$ cat src/rtl/calc_pkg.sv
// Calculator-wide constants and types shared by the control FSM and display path.
package calc_pkg;

   localparam logic [1:0] OP_PLUS     = 2'd0;
   localparam logic [1:0] OP_MINUS    = 2'd1;
   localparam logic [1:0] OP_MULTIPLY = 2'd2;
   localparam logic [1:0] OP_DIVIDE   = 2'd3;

   localparam int unsigned SCALE        = 1000;
   localparam int unsigned MAX_DISP_INT = 9999;

   typedef logic [3:0] bcd_digit_t;

   // Integer and fractional parts of a display magnitude after saturation.
   typedef struct packed {
      logic [13:0] ip;
      logic [9:0]  fp;
   } disp_split_t;

endpackage

$ cat src/rtl/bin_to_bcd4.sv
// Combinational 14-bit binary to 4-digit packed BCD converter (shift-and-add-3).
module bin_to_bcd4
   import calc_pkg::*;
(
   input  logic [13:0] bin,
   output logic [15:0] bcd
);

   logic [29:0] sr;

   always_comb begin
      sr = {16'd0, bin};
      for (int i = 0; i < 14; i++) begin
         for (int d = 0; d < 4; d++) begin
            if (sr[14 + 4*d +: 4] > 4'd4)
               sr[14 + 4*d +: 4] = sr[14 + 4*d +: 4] + 4'd3;
         end
         sr = sr << 1;
      end
      bcd = sr[29:14];
   end

endmodule

$ cat src/rtl/display_formatter.sv
// Signed thousandths -> sign, decimal point and four BCD digits, two pipeline stages.
// Define SIGN_HINT_EN to show "-0" while the operand sign is minus and the value is zero.
module display_formatter
   import calc_pkg::*;
(
   input  logic               clk,
   input  logic               rst_n,
   input  logic signed [24:0] num,
   input  logic        [1:0]  sign,
   output logic               neg_display,
   output logic               frac_display,
   output logic        [1:0]  dp_pos,
   output logic        [15:0] num_display
);

   localparam logic [24:0] SCALE_W = 25'(SCALE);
   localparam logic [14:0] MAX_IP  = 15'(MAX_DISP_INT);

   function automatic disp_split_t saturate(input logic [14:0] ip, input logic [9:0] fp);
      disp_split_t r;
      if (ip > MAX_IP) begin
         r.ip = 14'(MAX_DISP_INT);
         r.fp = 10'd0;
      end else begin
         r.ip = ip[13:0];
         r.fp = fp;
      end
      return r;
   endfunction

   function automatic logic [2:0] digit_count(input logic [13:0] ip);
      if (ip >= 14'd1000)     return 3'd4;
      else if (ip >= 14'd100) return 3'd3;
      else if (ip >= 14'd10)  return 3'd2;
      else                    return 3'd1;
   endfunction

   // ---- stage 1: sign and magnitude ----
   logic        neg_p0;
   logic [24:0] abs_p0;
   logic        neg_p1;
   logic [24:0] abs_p1;

   always_comb begin
`ifdef SIGN_HINT_EN
      neg_p0 = num[24] | ((sign == OP_MINUS) && (num == 25'sd0));
`else
      neg_p0 = num[24];
`endif
      abs_p0 = num[24] ? $unsigned(-num) : $unsigned(num);
   end

`ifndef SIGN_HINT_EN
   logic unused_sign;
   assign unused_sign = ^sign;
`endif

   always_ff @(posedge clk or negedge rst_n) begin
      if (!rst_n) begin
         neg_p1 <= 1'b0;
         abs_p1 <= '0;
      end else begin
         neg_p1 <= neg_p0;
         abs_p1 <= abs_p0;
      end
   end

   // ---- stage 2: split, saturate, BCD convert, select form ----
   logic [14:0]  ip_raw;
   logic [9:0]   fp_raw;
   disp_split_t  split_p1;
   logic [15:0]  ip_bcd;
   logic [15:0]  fp_bcd;
   logic [2:0]   k_p1;
   logic         frac_zero_p1;
   logic         frac_p1;
   logic [1:0]   dp_p1;
   logic [15:0]  disp_p1;

   assign ip_raw   = 15'(abs_p1 / SCALE_W);
   assign fp_raw   = 10'(abs_p1 % SCALE_W);
   assign split_p1 = saturate(ip_raw, fp_raw);
   assign k_p1     = digit_count(split_p1.ip);

   bin_to_bcd4 u_ip_bcd (
      .bin (split_p1.ip),
      .bcd (ip_bcd)
   );

   bin_to_bcd4 u_fp_bcd (
      .bin ({4'd0, split_p1.fp}),
      .bcd (fp_bcd)
   );

   // fp < 1000, so its thousands digit is always zero
   logic unused_fp_thousands;
   assign unused_fp_thousands = ^fp_bcd[15:12];

   always_comb begin
      case (k_p1)
         3'd1:    frac_zero_p1 = (fp_bcd[11:0] == 12'd0);
         3'd2:    frac_zero_p1 = (fp_bcd[11:4] == 8'd0);
         3'd3:    frac_zero_p1 = (fp_bcd[11:8] == 4'd0);
         default: frac_zero_p1 = 1'b1;
      endcase
   end

   always_comb begin
      frac_p1 = 1'b0;
      dp_p1   = 2'd0;
      disp_p1 = ip_bcd;
      if (!(k_p1 == 3'd4 || frac_zero_p1)) begin
         frac_p1 = 1'b1;
         dp_p1   = k_p1[1:0];
         case (k_p1)
            3'd1:    disp_p1 = {ip_bcd[3:0],  fp_bcd[11:0]};
            3'd2:    disp_p1 = {ip_bcd[7:0],  fp_bcd[11:4]};
            default: disp_p1 = {ip_bcd[11:0], fp_bcd[11:8]};
         endcase
      end
   end

   logic        neg_p2;
   logic        frac_p2;
   logic [1:0]  dp_p2;
   logic [15:0] disp_p2;

   always_ff @(posedge clk or negedge rst_n) begin
      if (!rst_n) begin
         neg_p2  <= 1'b0;
         frac_p2 <= 1'b0;
         dp_p2   <= 2'd0;
         disp_p2 <= 16'd0;
      end else begin
         neg_p2  <= neg_p1;
         frac_p2 <= frac_p1;
         dp_p2   <= dp_p1;
         disp_p2 <= disp_p1;
      end
   end

   assign neg_display  = neg_p2;
   assign frac_display = frac_p2;
   assign dp_pos       = dp_p2;
   assign num_display  = disp_p2;

endmodule

$ cat config.mk
export PLATFORM = sky130hd
export DESIGN_NAME = display_formatter
export DESIGN_NICKNAME = d
export VERILOG_FILES = /design/src/rtl/calc_pkg.sv /design/src/rtl/bin_to_bcd4.sv /design/src/rtl/display_formatter.sv
export SDC_FILE = /design/constraint.sdc
export NUM_CORES = 1
export LEC_CHECK = 0
export ABC_CLOCK_PERIOD_IN_PS = 26600
export BUFFER_PORTS_ARGS = -buffer_cell sky130_fd_sc_hd__buf_4
export CAP_MARGIN = 15
export CORE_ASPECT_RATIO = 0.6
export CORE_MARGIN = 3
export CORE_UTILIZATION = 55
export CTS_CLUSTER_DIAMETER = 120
export DETAILED_ROUTE_END_ITERATION = 8
export PLACE_DENSITY_LB_ADDON = 0.1
export SETUP_SLACK_MARGIN = 0.5
export SYNTH_ARGS = -nofsm -noshare
export SYNTH_HDL_FRONTEND = slang
export SYNTH_SLANG_ARGS = --single-unit
$ cat constraint.sdc
create_clock -name clk -period 26.6 [get_ports clk]
set_input_delay 1.33 -clock clk [delete_from_list [all_inputs] [get_ports clk]]
set_output_delay 1.33 -clock clk [all_outputs]
set_load 0.02 [all_outputs]
Word-level counts from Yosys, hierarchy flattened
Cells that the tools add are included.
- output and inout port bits: 20
- ROM bits: 0
- memories: 0
- bits in latches: 0
- bits in writable memories: 0
- register bits: 46
- add/sub/neg operators: 71
- reduce and logical (&&, ||, !) cells: 4
- bitwise operators: 0
- multipliers: 0
- divide/modulo/power cells: 2
- shift-type cells: 0
- mux-type cells: 80
- magnitude comparators: 74
- eq/ne operators: 4
- operator list (kind ; count):
    4-bit by 3-bit greater-than comparator with 1-bit output (second input constant) ; 63
    4-bit 2-to-1 mux ; 50
    4-bit by 2-bit adder with 4-bit output (second input constant) ; 48
    3-bit 2-to-1 mux ; 21
    3-bit by 2-bit adder with 3-bit output (second input constant) ; 15
    16-bit case mux with 2 select lines ; 1
    25-bit by 10-bit divider with 25-bit output (second input constant) ; 1
    25-bit by 10-bit modulo with 25-bit output (second input constant) ; 1
    25-bit 2-to-1 mux ; 1
    25-bit negator ; 1
    24-bit 2-to-1 mux ; 1
    16-bit 2-to-1 mux ; 1
    15-bit by 14-bit greater-than comparator with 1-bit output (second input constant) ; 1
    14-bit by 10-bit >= comparator with 1-bit output (second input constant) ; 1
    14-bit by 4-bit >= comparator with 1-bit output (second input constant) ; 1
    14-bit by 7-bit >= comparator with 1-bit output (second input constant) ; 1
    1-bit by 2-bit adder with 3-bit output (second input constant) ; 4
    1-bit by 3-bit greater-than comparator with 1-bit output (second input constant) ; 4
    12-bit zero test ; 1
    1-bit by 2-bit adder with 3-bit output (both inputs constant) ; 3
    1-bit by 3-bit greater-than comparator with 1-bit output (both inputs constant) ; 3
    8-bit zero test ; 1
    3-bit by 2-bit equality test with 1-bit output (second input constant) ; 2
    2-bit 2-to-1 mux ; 3
    6 further kinds ; 6

Depth between registers and ports, before layout
Gate-level depths: netlist (run 1).
- depth after elaboration: 31
- gate-level depth with buffers: 91

By module
From an unflattened synthesis (run 1), not the netlist that was laid out.
- cells, all modules: 1989
- area total of the unflattened synthesis: 14716.6 µm²
- modules (own cells, without submodules) (module ; cells each ; area each (µm²) ; sequential area each (µm²) ; instances):
    display_formatter ; 954 ; 7624.8 ; 1151.1 ; 1
    bin_to_bcd4 (u_ip_bcd) ; 543 ; 3656.0 ; 0.0 ; 1
    bin_to_bcd4 (u_fp_bcd) ; 492 ; 3435.8 ; 0.0 ; 1

Worst setup path after synthesis (run 1)
Ideal clock, no wire load.
- kind: register to register
- start: register abs_p1[17]
- end: register disp_p2[1], in the netlist num_display[1]
- cell stages (with the launch flop): 84
- path buffers: 10
- arrival time: 18.056 ns
- slack: 8.417 ns
- required time: 26.472 ns
- period minus slack after synthesis: 18.183 ns
- library setup time: 0.128 ns
- path through: dfrtp_1 -> buf_2 -> o21ai_2 -> o21ai_0 -> a221oi_2 -> a21oi_2 -> o31a_1 -> a211oi_4 -> o21ai_1 -> a211o_1 -> buf_4 -> a31oi_2 -> and3_1 -> a2bb2oi_2 -> buf_4 -> a21oi_1 -> or2_1 -> buf_4 -> [48 not listed] -> a22o_1 -> a211oi_2 -> ha_1 -> clkbuf_1 -> inv_1 -> nand2b_1 -> o221ai_1 -> xor2_1 -> ha_1 -> inv_1 -> nand2_1 -> o221a_2 -> o32a_1 -> a21oi_1 -> mux2i_1 -> or4_4 -> a211oi_4 -> mux2_1
- word-level cells in the longest chain between the ends: 30
- RTL lines (what ; RTL line ; source):
    from (decl) ; display_formatter.sv:42 ; logic [24:0] abs_p1;
    from (signal assigned) ; display_formatter.sv:64 ; abs_p1 <= abs_p0;
    25-bit by 10-bit divider with 25-bit output ; display_formatter.sv:80 ; assign ip_raw = 15'(abs_p1 / SCALE_W);
    15-bit by 14-bit greater-than comparator with 1-bit output ; display_formatter.sv:21 ; if (ip > MAX_IP) begin
    24-bit 2-to-1 mux * ; display_formatter.sv:21 ;
    1-bit by 3-bit greater-than comparator with 1-bit output / 1-bit by 2-bit adder with 3-bit output (equally long branches) ; bin_to_bcd4.sv:15, bin_to_bcd4.sv:16 ;
    3-bit 2-to-1 mux ; bin_to_bcd4.sv:15 ; if (sr[14 + 4*d +: 4] > 4'd4)
    4-bit by 2-bit adder with 4-bit output / 4-bit by 3-bit greater-than comparator with 1-bit output (equally long branches) ; bin_to_bcd4.sv:16, bin_to_bcd4.sv:15 ;
    4-bit 2-to-1 mux ; bin_to_bcd4.sv:15 ;
    4-bit by 2-bit adder with 4-bit output / 4-bit by 3-bit greater-than comparator with 1-bit output (equally long branches) ; bin_to_bcd4.sv:16, bin_to_bcd4.sv:15 ;
    [15 not listed] ; n/a ;
    4-bit by 2-bit adder with 4-bit output / 4-bit by 3-bit greater-than comparator with 1-bit output (equally long branches) ; bin_to_bcd4.sv:16, bin_to_bcd4.sv:15 ;
    4-bit 2-to-1 mux ; bin_to_bcd4.sv:15 ;
    4-bit by 2-bit adder with 4-bit output / 4-bit by 3-bit greater-than comparator with 1-bit output (equally long branches) ; bin_to_bcd4.sv:16, bin_to_bcd4.sv:15 ;
    4-bit 2-to-1 mux ; bin_to_bcd4.sv:15 ;
    4-bit by 3-bit greater-than comparator with 1-bit output ; bin_to_bcd4.sv:15 ;
    4-bit 2-to-1 mux ; bin_to_bcd4.sv:15 ;
    16-bit 2-to-1 mux * ; display_formatter.sv:112 ; if (!(k_p1 == 3'd4 || frac_zero_p1)) begin
    named net disp_p1[1] ; display_formatter.sv:78 ; logic [15:0] disp_p1;
    to (signal assigned) ; display_formatter.sv:138 ; disp_p2 <= disp_p1;
    to (decl) ; display_formatter.sv:126 ; logic [15:0] disp_p2;
Mark *: on every way through the listed nets, which the timed path passes. The rest lies on a longest branch.

Final worst setup path (run 1)
- start: register abs_p1[18]
- end: register disp_p2[1], in the netlist num_display[1]
Same word-level chain as after synthesis.

==> results of run 1 <==
cell families (layout without fill, tap and decap cells):
logic type	after synthesis	in the layout	share of synthesized area, %
AND/OR/NAND/NOR	614	614	25.9
flip-flops	46	46	9.83
multiplexers	91	91	8.37
adder cells (fa/ha/maj)	53	53	5.55
other	1	7	0.0320
AO/OA/AOI/OAI	604	604	38.5
buffers and inverters	144	125	5.13
XOR/XNOR	90	90	6.73
placed cells by master, fill, tap and decap left out, types with 27 or more instances in the layout:
master                     Yosys  layout
sky130_fd_sc_hd__nor2_1      160     160
sky130_fd_sc_hd__nand2_1     158     158
sky130_fd_sc_hd__a21oi_1     105     105
sky130_fd_sc_hd__o21ai_0      88      87
sky130_fd_sc_hd__xnor2_1      77      77
sky130_fd_sc_hd__inv_1        59      59
sky130_fd_sc_hd__nand3_1      59      59
sky130_fd_sc_hd__mux2i_1      56      56
sky130_fd_sc_hd__buf_4         8      52
sky130_fd_sc_hd__nor3_1       48      48
sky130_fd_sc_hd__ha_1         47      47
sky130_fd_sc_hd__dfrtp_1      46      46
sky130_fd_sc_hd__o211ai_1     33      33
sky130_fd_sc_hd__a211oi_1     27      27
sky130_fd_sc_hd__a31oi_1      27      27
critical path: cells and delay by family, from the launching register on:
kind / cells / cell delay, ns
flip-flops: 1 / 0.86
AO/OA/AOI/OAI: 35 / 11.87
multiplexers: 5 / 1.94
adder cells (fa/ha/maj): 7 / 2.26
AND/OR/NAND/NOR: 18 / 4.51
XOR/XNOR: 4 / 1.40
buffers and inverters: 6 / 0.94
stage by stage:
step           instance area, sq um  setup slack, ns
4_1_cts                       12300             3.17
3_3_place_gp                  12100             3.57
6_report                      12300             2.62
5_1_grt                       12300            0.693
3_5_place_dp                  12100             3.24
2_1_floorplan                 11700             8.42
worst paths after layout:
| kind | startpoint | endpoint | slack (ns) | cells past startpoint |
|---|---|---|---|---|
| worst max register to register | abs_p1[18] | num_display[1] | 2.62 | 75 |
| worst max-delay path | abs_p1[18] | num_display[1] | 2.62 | 75 |
| max in group asynchronous | rst_n | abs_p1[13] | 25.15 | 1 |
| worst min-delay path | neg_p1 | neg_display | 0.36 | 0 |
| min in group asynchronous | rst_n | num_display[15] | 1.03 | 1 |
| worst min register to register | neg_p1 | neg_display | 0.36 | 0 |
routing by layer:
| metal | global-route usage (%) | part of all wire, % | vias up |
|---|---|---|---|
| li1 | - | - | 6284 |
| met1 | 47.6 | 52 | 6025 |
| met2 | 37.8 | 38 | 588 |
| met3 | 3.03 | 9.2 | 37 |
| met4 | 3.77 | 0.92 | 0 |
| met5 | 0 | 0 | - |
state kept, by name, indices dropped and copies added, names as in the netlist:
signal,cells
abs_p1,25
neg_display,1
neg_p1,1
num_display,16
dp_pos,2
frac_display,1
cell type report:
class | count | area share, %
multi-input combinational | 1459 | 81.2
sequential | 46 | 9.37
timing repair buffer | 54 | 3.34
tap | 273 | 2.78
inverter | 63 | 1.92
clock buffer | 6 | 1.05
clock inverter | 2 | 0.305
==> flow_results.xml, run 1 <==
<?xml version="1.0" encoding="UTF-8"?>
<metrics>
  <group name="worst_hold_path">
    <metric name="hold_path.class" unit="">flop to flop</metric>
  </group>
  <group name="floorplan">
    <metric name="top_level_ports" unit="">49</metric>
    <metric name="initial_utilization" unit="%">57.3</metric>
    <metric name="die_x" unit="um">194</metric>
    <metric name="core_region_area" unit="sq um">20400</metric>
    <metric name="die_area" unit="sq um">23100</metric>
    <metric name="die_h" unit="um">119</metric>
    <metric name="floorplan.rows" unit="">40</metric>
  </group>
  <group name="clock_network">
    <metric name="clkSinkCount" unit="">46</metric>
    <metric name="cts_tree" unit="">yes</metric>
    <metric name="htree_num_levels" unit="">2</metric>
    <metric name="worstSkewPairLatency" unit="ns">0.30</metric>
    <metric name="cts_root_buffer" unit="">sky130_fd_sc_hd__clkbuf_16</metric>
    <metric name="ctsResizeCount" unit="">0</metric>
    <metric name="clock_transition_at_the_registers_of_the_reported_paths" unit="ns">0.07</metric>
    <metric name="cts_inserted_buffers" unit="">5</metric>
    <metric name="cts_setup_buffers" unit="">0</metric>
    <metric name="clock_path_buffers" unit="">2</metric>
    <metric name="ctsHoldBuffers" unit="">0</metric>
  </group>
  <group name="job">
    <metric name="max_cap_viol_count" unit="">0</metric>
  </group>
  <group name="setup_path">
    <metric name="crit_arrival" unit="ns">24.15</metric>
    <metric name="crit_path_top_delay_cell" unit="">sky130_fd_sc_hd__a211oi_4</metric>
    <metric name="cp-start-kind" unit="">flop</metric>
    <metric name="critical_path_data_required_time" unit="ns">26.77</metric>
    <metric name="cp_max_fo" unit="">27</metric>
    <metric name="cpPeakStageDelay" unit="ns">0.90</metric>
    <metric name="critical_path.most_common_cell" unit="">sky130_fd_sc_hd__ha_1</metric>
    <metric name="critical_setup_path_kind" unit="">flop to flop</metric>
    <metric name="critPathCaptureType" unit="">flop</metric>
  </group>
  <group name="routing">
    <metric name="wl" unit="mm">34.3</metric>
    <metric name="route.detailed.vias_per_inst" unit="">6.80</metric>
    <metric name="drt_iter0_drc" unit="">1737</metric>
    <metric name="detailedRoute.firstPassIterationCount" unit="">8</metric>
    <metric name="vias" unit="">12900</metric>
    <metric name="wire_per_inst" unit="um">18.0</metric>
    <metric name="remaining_drc_errors" unit="">0</metric>
    <metric name="final_antenna_net_count" unit="">0</metric>
  </group>
  <group name="sta">
    <metric name="final.setup_skew" unit="ns">0.00816</metric>
    <metric name="tightest_slew" unit="ns">1.11</metric>
    <metric name="final_setup_tns" unit="ns">0</metric>
    <metric name="maxSlewHeadroom" unit="%">24.8</metric>
    <metric name="setup_violations" unit="">0</metric>
    <metric name="min_period_over_period" unit="%">90.2</metric>
    <metric name="final.min_clock_period" unit="ns">23.98</metric>
    <metric name="grt_setup_unrepaired" unit="">no</metric>
    <metric name="fin_hold_ws" unit="ns">0.355</metric>
    <metric name="achievable-frequency" unit="MHz">41.7</metric>
    <metric name="slew_viol_final" unit="">0</metric>
    <metric name="hold_violations" unit="">0</metric>
  </group>
  <group name="outcome">
    <metric name="outcome" unit="">complete, no violations</metric>
  </group>
  <group name="global_route">
    <metric name="grt_first_pass_wirelength" unit="mm">56.6</metric>
    <metric name="grtUsageTotal" unit="%">28.2</metric>
    <metric name="grt_start_max_net_pins" unit="">47</metric>
    <metric name="grt_antenna_before_repair" unit="">0</metric>
    <metric name="number_of_global_route_vias_before_repair" unit="">11000</metric>
    <metric name="global_route_total_overflow" unit="">0</metric>
  </group>
  <group name="synth">
    <metric name="netlist_instances" unit="">1643</metric>
    <metric name="yosysWarningCount" unit="">0</metric>
    <metric name="postSynthAreaPerCell" unit="sq um">7.12</metric>
    <metric name="synth_enable_flop_cells" unit="">0</metric>
    <metric name="synth.top_cells.by_area" unit="">sky130_fd_sc_hd__dfrtp_1 (9.8%), sky130_fd_sc_hd__xnor2_1 (5.8%), sky130_fd_sc_hd__nor2_1 (5.1%)</metric>
    <metric name="number_of_register_bits_inferred_by_synthesis" unit="">46</metric>
    <metric name="synth.lib_cells_used.distinct" unit="">116</metric>
    <metric name="synth_seq_area_share" unit="%">9.83</metric>
    <metric name="synth_flop_cell" unit="">sky130_fd_sc_hd__dfrtp_1</metric>
    <metric name="async_reset_ff_share" unit="%">100</metric>
    <metric name="yosys.area.top_type" unit="">sky130_fd_sc_hd__dfrtp_1</metric>
    <metric name="post_synth_instance_area" unit="sq um">11700</metric>
    <metric name="yosys.cell_count.top_type" unit="">sky130_fd_sc_hd__nor2_1</metric>
    <metric name="synth_top_cells_by_count" unit="">sky130_fd_sc_hd__nor2_1 (160), sky130_fd_sc_hd__nand2_1 (158), sky130_fd_sc_hd__a21oi_1 (105)</metric>
    <metric name="post-synth-top-area-fraction" unit="%">9.83</metric>
  </group>
  <group name="placed_design">
    <metric name="place.gp.congestion" unit="">0.940</metric>
    <metric name="hpwl" unit="mm">26.5</metric>
    <metric name="place.detailed.instances" unit="">1893</metric>
    <metric name="placement.io_buffers" unit="">46</metric>
  </group>
  <group name="final_layout">
    <metric name="post_layout_nonfiller_instances" unit="">1903</metric>
    <metric name="multi_input_logic_area" unit="sq um">9980</metric>
    <metric name="finalNetCount" unit="">1705</metric>
    <metric name="layout-drive-gt1-share" unit="%">10.7</metric>
    <metric name="fill_cells" unit="">1862</metric>
    <metric name="fin_util" unit="%">60.2</metric>
    <metric name="diodes" unit="">0</metric>
    <metric name="areaGrowthSynthToFinish" unit="%">4.98</metric>
    <metric name="ff_latch_area" unit="sq um">1150</metric>
  </group>
</metrics>
Power of run 1 is left out: the tool's default activity adds up to more than one toggle a clock period on the data nets, which glitch-free logic cannot reach.
==> run 2: changes to the inputs <==
--- a/config.mk
+++ b/config.mk
@@ -14,6 +14,7 @@
 export CTS_CLUSTER_DIAMETER = 120
 export DETAILED_ROUTE_END_ITERATION = 8
 export PLACE_DENSITY_LB_ADDON = 0.1
+export REMOVE_ABC_BUFFERS = 1
 export SETUP_SLACK_MARGIN = 0.5
 export SYNTH_ARGS = -nofsm -noshare
 export SYNTH_HDL_FRONTEND = slang
==> flow_results.xml, run 2 (same netlist as run 1, synthesis figures left out) <==
<?xml version="1.0" encoding="UTF-8"?>
<metrics>
  <group name="outcome">
    <metric name="outcome" unit="">complete, no violations</metric>
  </group>
  <group name="placed_design">
    <metric name="hpwl" unit="mm">26.5</metric>
    <metric name="dp_slack" unit="ns">3.37</metric>
    <metric name="place.gp.congestion" unit="">0.985</metric>
    <metric name="placed_area" unit="sq um">12100</metric>
    <metric name="placement.io_buffers" unit="">46</metric>
  </group>
  <group name="routing">
    <metric name="remaining_drc_errors" unit="">0</metric>
    <metric name="detailedRoute.firstPassIterationCount" unit="">6</metric>
    <metric name="final_antenna_net_count" unit="">0</metric>
    <metric name="metal_1_wl" unit="mm">17.5</metric>
    <metric name="met2_wirelength" unit="mm">13.2</metric>
    <metric name="drt_iter0_drc" unit="">1839</metric>
    <metric name="vias" unit="">13100</metric>
    <metric name="wl" unit="mm">34.4</metric>
    <metric name="route.detailed.vias_per_inst" unit="">6.89</metric>
    <metric name="detailroute.wirelength.met3" unit="mm">3.48</metric>
    <metric name="wire_per_inst" unit="um">18.1</metric>
    <metric name="top_layer" unit="">met4</metric>
  </group>
  <group name="sta">
    <metric name="min_period_over_period" unit="%">89.6</metric>
    <metric name="achievable-frequency" unit="MHz">42.0</metric>
    <metric name="hold_violations" unit="">0</metric>
    <metric name="setup_violations" unit="">0</metric>
    <metric name="final_setup_tns" unit="ns">0</metric>
    <metric name="grt_setup_unrepaired" unit="">no</metric>
    <metric name="maxSlewHeadroom" unit="%">28.7</metric>
    <metric name="tightest_slew" unit="ns">1.04</metric>
    <metric name="final.setup_skew" unit="ns">0.00754</metric>
    <metric name="slew_viol_final" unit="">0</metric>
    <metric name="timing.final.ws_setup" unit="ns">2.77</metric>
    <metric name="final.min_clock_period" unit="ns">23.83</metric>
  </group>
  <group name="final_layout">
    <metric name="fin_util" unit="%">60.2</metric>
    <metric name="post-route-cell-area" unit="sq um">12300</metric>
    <metric name="flip_flop_count_of_the_largest_register_all_copies_and_words_added" unit="">25</metric>
    <metric name="mostFrequentLayoutCell" unit="">sky130_fd_sc_hd__nor2_1</metric>
    <metric name="layout.cells.most_common_list" unit="">sky130_fd_sc_hd__nor2_1 (160), sky130_fd_sc_hd__nand2_1 (158), sky130_fd_sc_hd__a21oi_1 (105)</metric>
    <metric name="finalNetCount" unit="">1705</metric>
    <metric name="layout-drive-gt1-share" unit="%">10.8</metric>
    <metric name="diodes" unit="">0</metric>
    <metric name="regMostFlops" unit="">abs_p1</metric>
    <metric name="areaGrowthSynthToFinish" unit="%">4.94</metric>
  </group>
  <group name="floorplan">
    <metric name="floorplan.rows" unit="">40</metric>
    <metric name="die_area" unit="sq um">23100</metric>
    <metric name="core_region_area" unit="sq um">20400</metric>
    <metric name="die_x" unit="um">194</metric>
    <metric name="die_h" unit="um">119</metric>
    <metric name="initial_utilization" unit="%">57.3</metric>
    <metric name="top_level_ports" unit="">49</metric>
  </group>
  <group name="clock_network">
    <metric name="ctsResizeCount" unit="">0</metric>
    <metric name="worstSkewPairLatency" unit="ns">0.30</metric>
    <metric name="clock_path_buffers" unit="">2</metric>
    <metric name="cts_tree" unit="">yes</metric>
    <metric name="htree_num_levels" unit="">2</metric>
    <metric name="cts_inserted_buffers" unit="">5</metric>
    <metric name="ctsHoldBuffers" unit="">0</metric>
    <metric name="cts_setup_buffers" unit="">0</metric>
    <metric name="cts_root_buffer" unit="">sky130_fd_sc_hd__clkbuf_16</metric>
    <metric name="clkSinkCount" unit="">46</metric>
    <metric name="clock_transition_at_the_registers_of_the_reported_paths" unit="ns">0.07</metric>
  </group>
  <group name="setup_path">
    <metric name="critical_path.most_common_cell" unit="">sky130_fd_sc_hd__ha_1</metric>
    <metric name="cpPeakStageDelay" unit="ns">0.90</metric>
    <metric name="cp-start-kind" unit="">flop</metric>
    <metric name="critical_path_data_required_time" unit="ns">26.77</metric>
    <metric name="cp_max_fo" unit="">27</metric>
    <metric name="critPathCaptureType" unit="">flop</metric>
    <metric name="critical_setup_path_kind" unit="">flop to flop</metric>
    <metric name="crit_arrival" unit="ns">24.00</metric>
    <metric name="crit_path_top_delay_cell" unit="">sky130_fd_sc_hd__a211oi_4</metric>
  </group>
  <group name="global_route">
    <metric name="grtUsageTotal" unit="%">28.5</metric>
    <metric name="grt_first_pass_wirelength" unit="mm">57.2</metric>
    <metric name="global_route_total_overflow" unit="">0</metric>
    <metric name="number_of_global_route_vias_before_repair" unit="">11200</metric>
    <metric name="grt_antenna_before_repair" unit="">0</metric>
    <metric name="grt_start_max_net_pins" unit="">47</metric>
  </group>
  <group name="job">
    <metric name="max_cap_viol_count" unit="">0</metric>
  </group>
  <group name="worst_hold_path">
    <metric name="hold_path.class" unit="">flop to flop</metric>
  </group>
</metrics>
==> run 2: routing by layer <==
metal  track usage [%]  vias up
li1                  -     6298
met1              47.4     6114
met2              38.1      673
met3              4.75       26
met4              3.27        0
met5                 0        -
==> run 2: cell type report <==
| type | count | area [sq um] |
|---|---|---|
| clock inverters | 2 | 37.5 |
| inverters | 63 | 236 |
| flip-flops and latches | 46 | 1150 |
| well taps | 273 | 342 |
| fillers | 1856 | 8140 |
| repair buffers | 54 | 405 |
| clock buffers | 6 | 129 |
| multi-input cells | 1459 | 9980 |
==> run 2: worst paths after layout <==
check / startpoint / endpoint / slack (ns) / cells after the start
worst max-delay path: abs_p1[18] / num_display[0] / 2.77 / 76
worst min-delay path: neg_p1 / neg_display / 0.36 / 0
worst max register to register: abs_p1[18] / num_display[0] / 2.77 / 76
worst min register to register: neg_p1 / neg_display / 0.36 / 0
max in group asynchronous: rst_n / neg_p1 / 25.14 / 1
min in group asynchronous: rst_n / num_display[15] / 1.02 / 1
==> run 2: metrics by stage <==
stage,hold WS [ns],std cells
after detailed placement,0.336,1895
after floorplan,0.331,1568
after global placement,0.335,1895
after CTS,0.364,1903
final,0.357,1903
after global routing,0.367,1903
==> run 2: critical path, delay by kind of cell, from the launching register on <==
kind	cells	cell delay [ns]
AND/OR/NAND/NOR	19	4.56
XOR/XNOR	4	1.38
buffers and inverters	7	1.10
flip-flops	1	0.86
multiplexers	6	2.26
adder cells (fa/ha/maj)	7	2.24
AO/OA/AOI/OAI	33	11.26
Power of run 2 is left out for the same reason.
==> run 3: changes to the inputs <==
--- a/config.mk
+++ b/config.mk
@@ -5,13 +5,14 @@
 export SDC_FILE = /design/constraint.sdc
 export NUM_CORES = 1
 export LEC_CHECK = 0
-export ABC_CLOCK_PERIOD_IN_PS = 26600
+export ABC_CLOCK_PERIOD_IN_PS = 23000
 export BUFFER_PORTS_ARGS = -buffer_cell sky130_fd_sc_hd__buf_4
 export CAP_MARGIN = 15
 export CORE_ASPECT_RATIO = 0.6
 export CORE_MARGIN = 3
 export CORE_UTILIZATION = 55
 export CTS_CLUSTER_DIAMETER = 120
+export CTS_CLUSTER_SIZE = 40
 export DETAILED_ROUTE_END_ITERATION = 8
 export PLACE_DENSITY_LB_ADDON = 0.1
 export REMOVE_ABC_BUFFERS = 1
==> constraint.sdc (replaced) <==
create_clock -name clk -period 23 [get_ports clk]
set_input_delay 1.15 -clock clk [delete_from_list [all_inputs] [get_ports clk]]
set_output_delay 1.15 -clock clk [all_outputs]
set_load 0.02 [all_outputs]
==> flow_results.xml, run 3 (same netlist as run 1, synthesis figures left out) <==
<?xml version="1.0" encoding="UTF-8"?>
<metrics>
  <group name="routing">
    <metric name="detailroute.wirelength.met3" unit="mm">3.50</metric>
    <metric name="detailedRoute.firstPassIterationCount" unit="">8</metric>
    <metric name="met2_wirelength" unit="mm">13.3</metric>
    <metric name="final_antenna_net_count" unit="">0</metric>
    <metric name="wl" unit="mm">34.6</metric>
    <metric name="remaining_drc_errors" unit="">0</metric>
    <metric name="vias" unit="">13200</metric>
    <metric name="top_layer" unit="">met4</metric>
    <metric name="wire_per_inst" unit="um">18.1</metric>
    <metric name="route.detailed.vias_per_inst" unit="">6.90</metric>
    <metric name="drt_iter0_drc" unit="">1771</metric>
    <metric name="metal_1_wl" unit="mm">17.5</metric>
  </group>
  <group name="global_route">
    <metric name="grt_antenna_before_repair" unit="">0</metric>
    <metric name="grt_first_pass_wirelength" unit="mm">57.3</metric>
    <metric name="grtUsageTotal" unit="%">28.6</metric>
    <metric name="global_route_total_overflow" unit="">0</metric>
    <metric name="grt_start_max_net_pins" unit="">47</metric>
    <metric name="number_of_global_route_vias_before_repair" unit="">11100</metric>
  </group>
  <group name="final_layout">
    <metric name="ff_latch_area" unit="sq um">1150</metric>
    <metric name="regMostFlops" unit="">abs_p1</metric>
    <metric name="layout.cells.most_common_list" unit="">sky130_fd_sc_hd__nor2_1 (160), sky130_fd_sc_hd__nand2_1 (158), sky130_fd_sc_hd__a21oi_1 (105)</metric>
    <metric name="areaGrowthSynthToFinish" unit="%">7.01</metric>
    <metric name="flip_flop_count_of_the_largest_register_all_copies_and_words_added" unit="">25</metric>
    <metric name="finalNetCount" unit="">1713</metric>
    <metric name="post-route-cell-area" unit="sq um">12500</metric>
    <metric name="fill_cells" unit="">1881</metric>
    <metric name="multi_input_logic_area" unit="sq um">10100</metric>
    <metric name="layout-drive-gt1-share" unit="%">12.5</metric>
    <metric name="mostFrequentLayoutCell" unit="">sky130_fd_sc_hd__nor2_1</metric>
    <metric name="diodes" unit="">0</metric>
  </group>
  <group name="sta">
    <metric name="hold_violations" unit="">0</metric>
    <metric name="setup_violations" unit="">0</metric>
    <metric name="slew_viol_final" unit="">0</metric>
    <metric name="maxSlewHeadroom" unit="%">22.0</metric>
    <metric name="final.min_clock_period" unit="ns">20.88</metric>
    <metric name="final_setup_tns" unit="ns">0</metric>
    <metric name="achievable-frequency" unit="MHz">47.9</metric>
    <metric name="min_period_over_period" unit="%">90.8</metric>
    <metric name="fin_hold_ws" unit="ns">0.370</metric>
    <metric name="grt_setup_unrepaired" unit="">no</metric>
    <metric name="final.setup_skew" unit="ns">0.0107</metric>
    <metric name="tightest_slew" unit="ns">1.14</metric>
    <metric name="timing.final.ws_setup" unit="ns">2.12</metric>
  </group>
  <group name="worst_hold_path">
    <metric name="hold_path.class" unit="">flop to flop</metric>
  </group>
  <group name="placed_design">
    <metric name="placement.io_buffers" unit="">46</metric>
    <metric name="dp_slack" unit="ns">0.760</metric>
    <metric name="placed_area" unit="sq um">12200</metric>
    <metric name="hpwl" unit="mm">26.6</metric>
    <metric name="place.gp.congestion" unit="">0.993</metric>
  </group>
  <group name="setup_path">
    <metric name="crit_arrival" unit="ns">21.06</metric>
    <metric name="cpPeakStageDelay" unit="ns">0.59</metric>
    <metric name="critical_setup_path_kind" unit="">flop to flop</metric>
    <metric name="critical_path_data_required_time" unit="ns">23.18</metric>
    <metric name="crit_path_top_delay_cell" unit="">sky130_fd_sc_hd__dfrtp_1</metric>
    <metric name="cp_max_fo" unit="">15</metric>
    <metric name="cpLargestDelayFamily" unit="">compound AO/OA/AOI/OAI gates</metric>
    <metric name="cp-start-kind" unit="">flop</metric>
    <metric name="cp_num_buf_inv" unit="">6</metric>
    <metric name="critPathCaptureType" unit="">flop</metric>
    <metric name="critical_path.most_common_cell" unit="">sky130_fd_sc_hd__ha_1</metric>
  </group>
  <group name="clock_network">
    <metric name="worstSkewPairLatency" unit="ns">0.30</metric>
    <metric name="cts_tree" unit="">yes</metric>
    <metric name="clock_transition_at_the_registers_of_the_reported_paths" unit="ns">0.07</metric>
    <metric name="ctsHoldBuffers" unit="">0</metric>
    <metric name="clkSinkCount" unit="">46</metric>
    <metric name="cts_inserted_buffers" unit="">5</metric>
    <metric name="clock_path_buffers" unit="">2</metric>
    <metric name="cts_root_buffer" unit="">sky130_fd_sc_hd__clkbuf_16</metric>
    <metric name="htree_num_levels" unit="">2</metric>
  </group>
  <group name="floorplan">
    <metric name="die_area" unit="sq um">23100</metric>
    <metric name="top_level_ports" unit="">49</metric>
    <metric name="core_region_area" unit="sq um">20400</metric>
    <metric name="die_x" unit="um">194</metric>
    <metric name="die_h" unit="um">119</metric>
    <metric name="initial_utilization" unit="%">57.3</metric>
    <metric name="floorplan.rows" unit="">40</metric>
  </group>
  <group name="job">
    <metric name="max_cap_viol_count" unit="">0</metric>
  </group>
  <group name="outcome">
    <metric name="outcome" unit="">complete, no violations</metric>
  </group>
</metrics>
-- run 3: cell count changes in the layout (fill, tap and decap cells not counted), sizes merged --
cell / delta
clkinvlp: -1
buf: +8
-- run 3: per-stage QoR --
step                      util (%)  cells
after floorplan                  -   1568
after global placement        59.6   1901
after detailed placement      59.6   1901
after CTS                     60.5   1908
after global routing          61.3   1910
final                         61.3   1910
-- run 3: path summary, 6_finish.rpt --
kind	cells after the start	start	end	slack, ns
max	74	abs_p1[20]	num_display[0]	2.12
min	0	neg_p1	neg_display	0.37
max reg2reg	74	abs_p1[20]	num_display[0]	2.12
min reg2reg	0	neg_p1	neg_display	0.37
max in group asynchronous	1	rst_n	abs_p1[24]	21.67
min in group asynchronous	1	rst_n	num_display[10]	0.85
-- run 3: per-layer routing --
metal | vias up | GRT usage, %
met3 | 21 | 5.46
met5 | - | 0
met4 | 0 | 2.96
met1 | 6193 | 47.5
met2 | 644 | 38.2
li1 | 6312 | -
-- run 3: layout make-up --
| cell class | count | area share (%) |
|---|---|---|
| multi-input combinational | 1459 | 81.0 |
| sequential | 46 | 9.22 |
| timing repair buffer | 62 | 3.82 |
| tap | 273 | 2.73 |
| inverter | 63 | 1.89 |
| clock buffer | 6 | 1.11 |
| clock inverter | 1 | 0.240 |
-- run 3: timing repair --
action / CTS / global route
setup endpoints to repair: 0 / 19
buffers inserted: 0 / 2
gates resized for setup: 0 / 35
-- run 3: worst register-to-register path: cells and delay by family (launching register included) --
| kind | cells | cell delay (ns) |
|---|---|---|
| AOI/OAI and AO/OA | 32 | 9.97 |
| xor gates and xnor gates | 4 | 1.05 |
| muxes | 7 | 2.08 |
| and+or+nand+nor | 18 | 4.30 |
| adders and majority gates | 7 | 1.88 |
| buffers and inverters | 6 | 0.88 |
| DFF | 1 | 0.59 |
Power of run 3 is left out for the same reason.
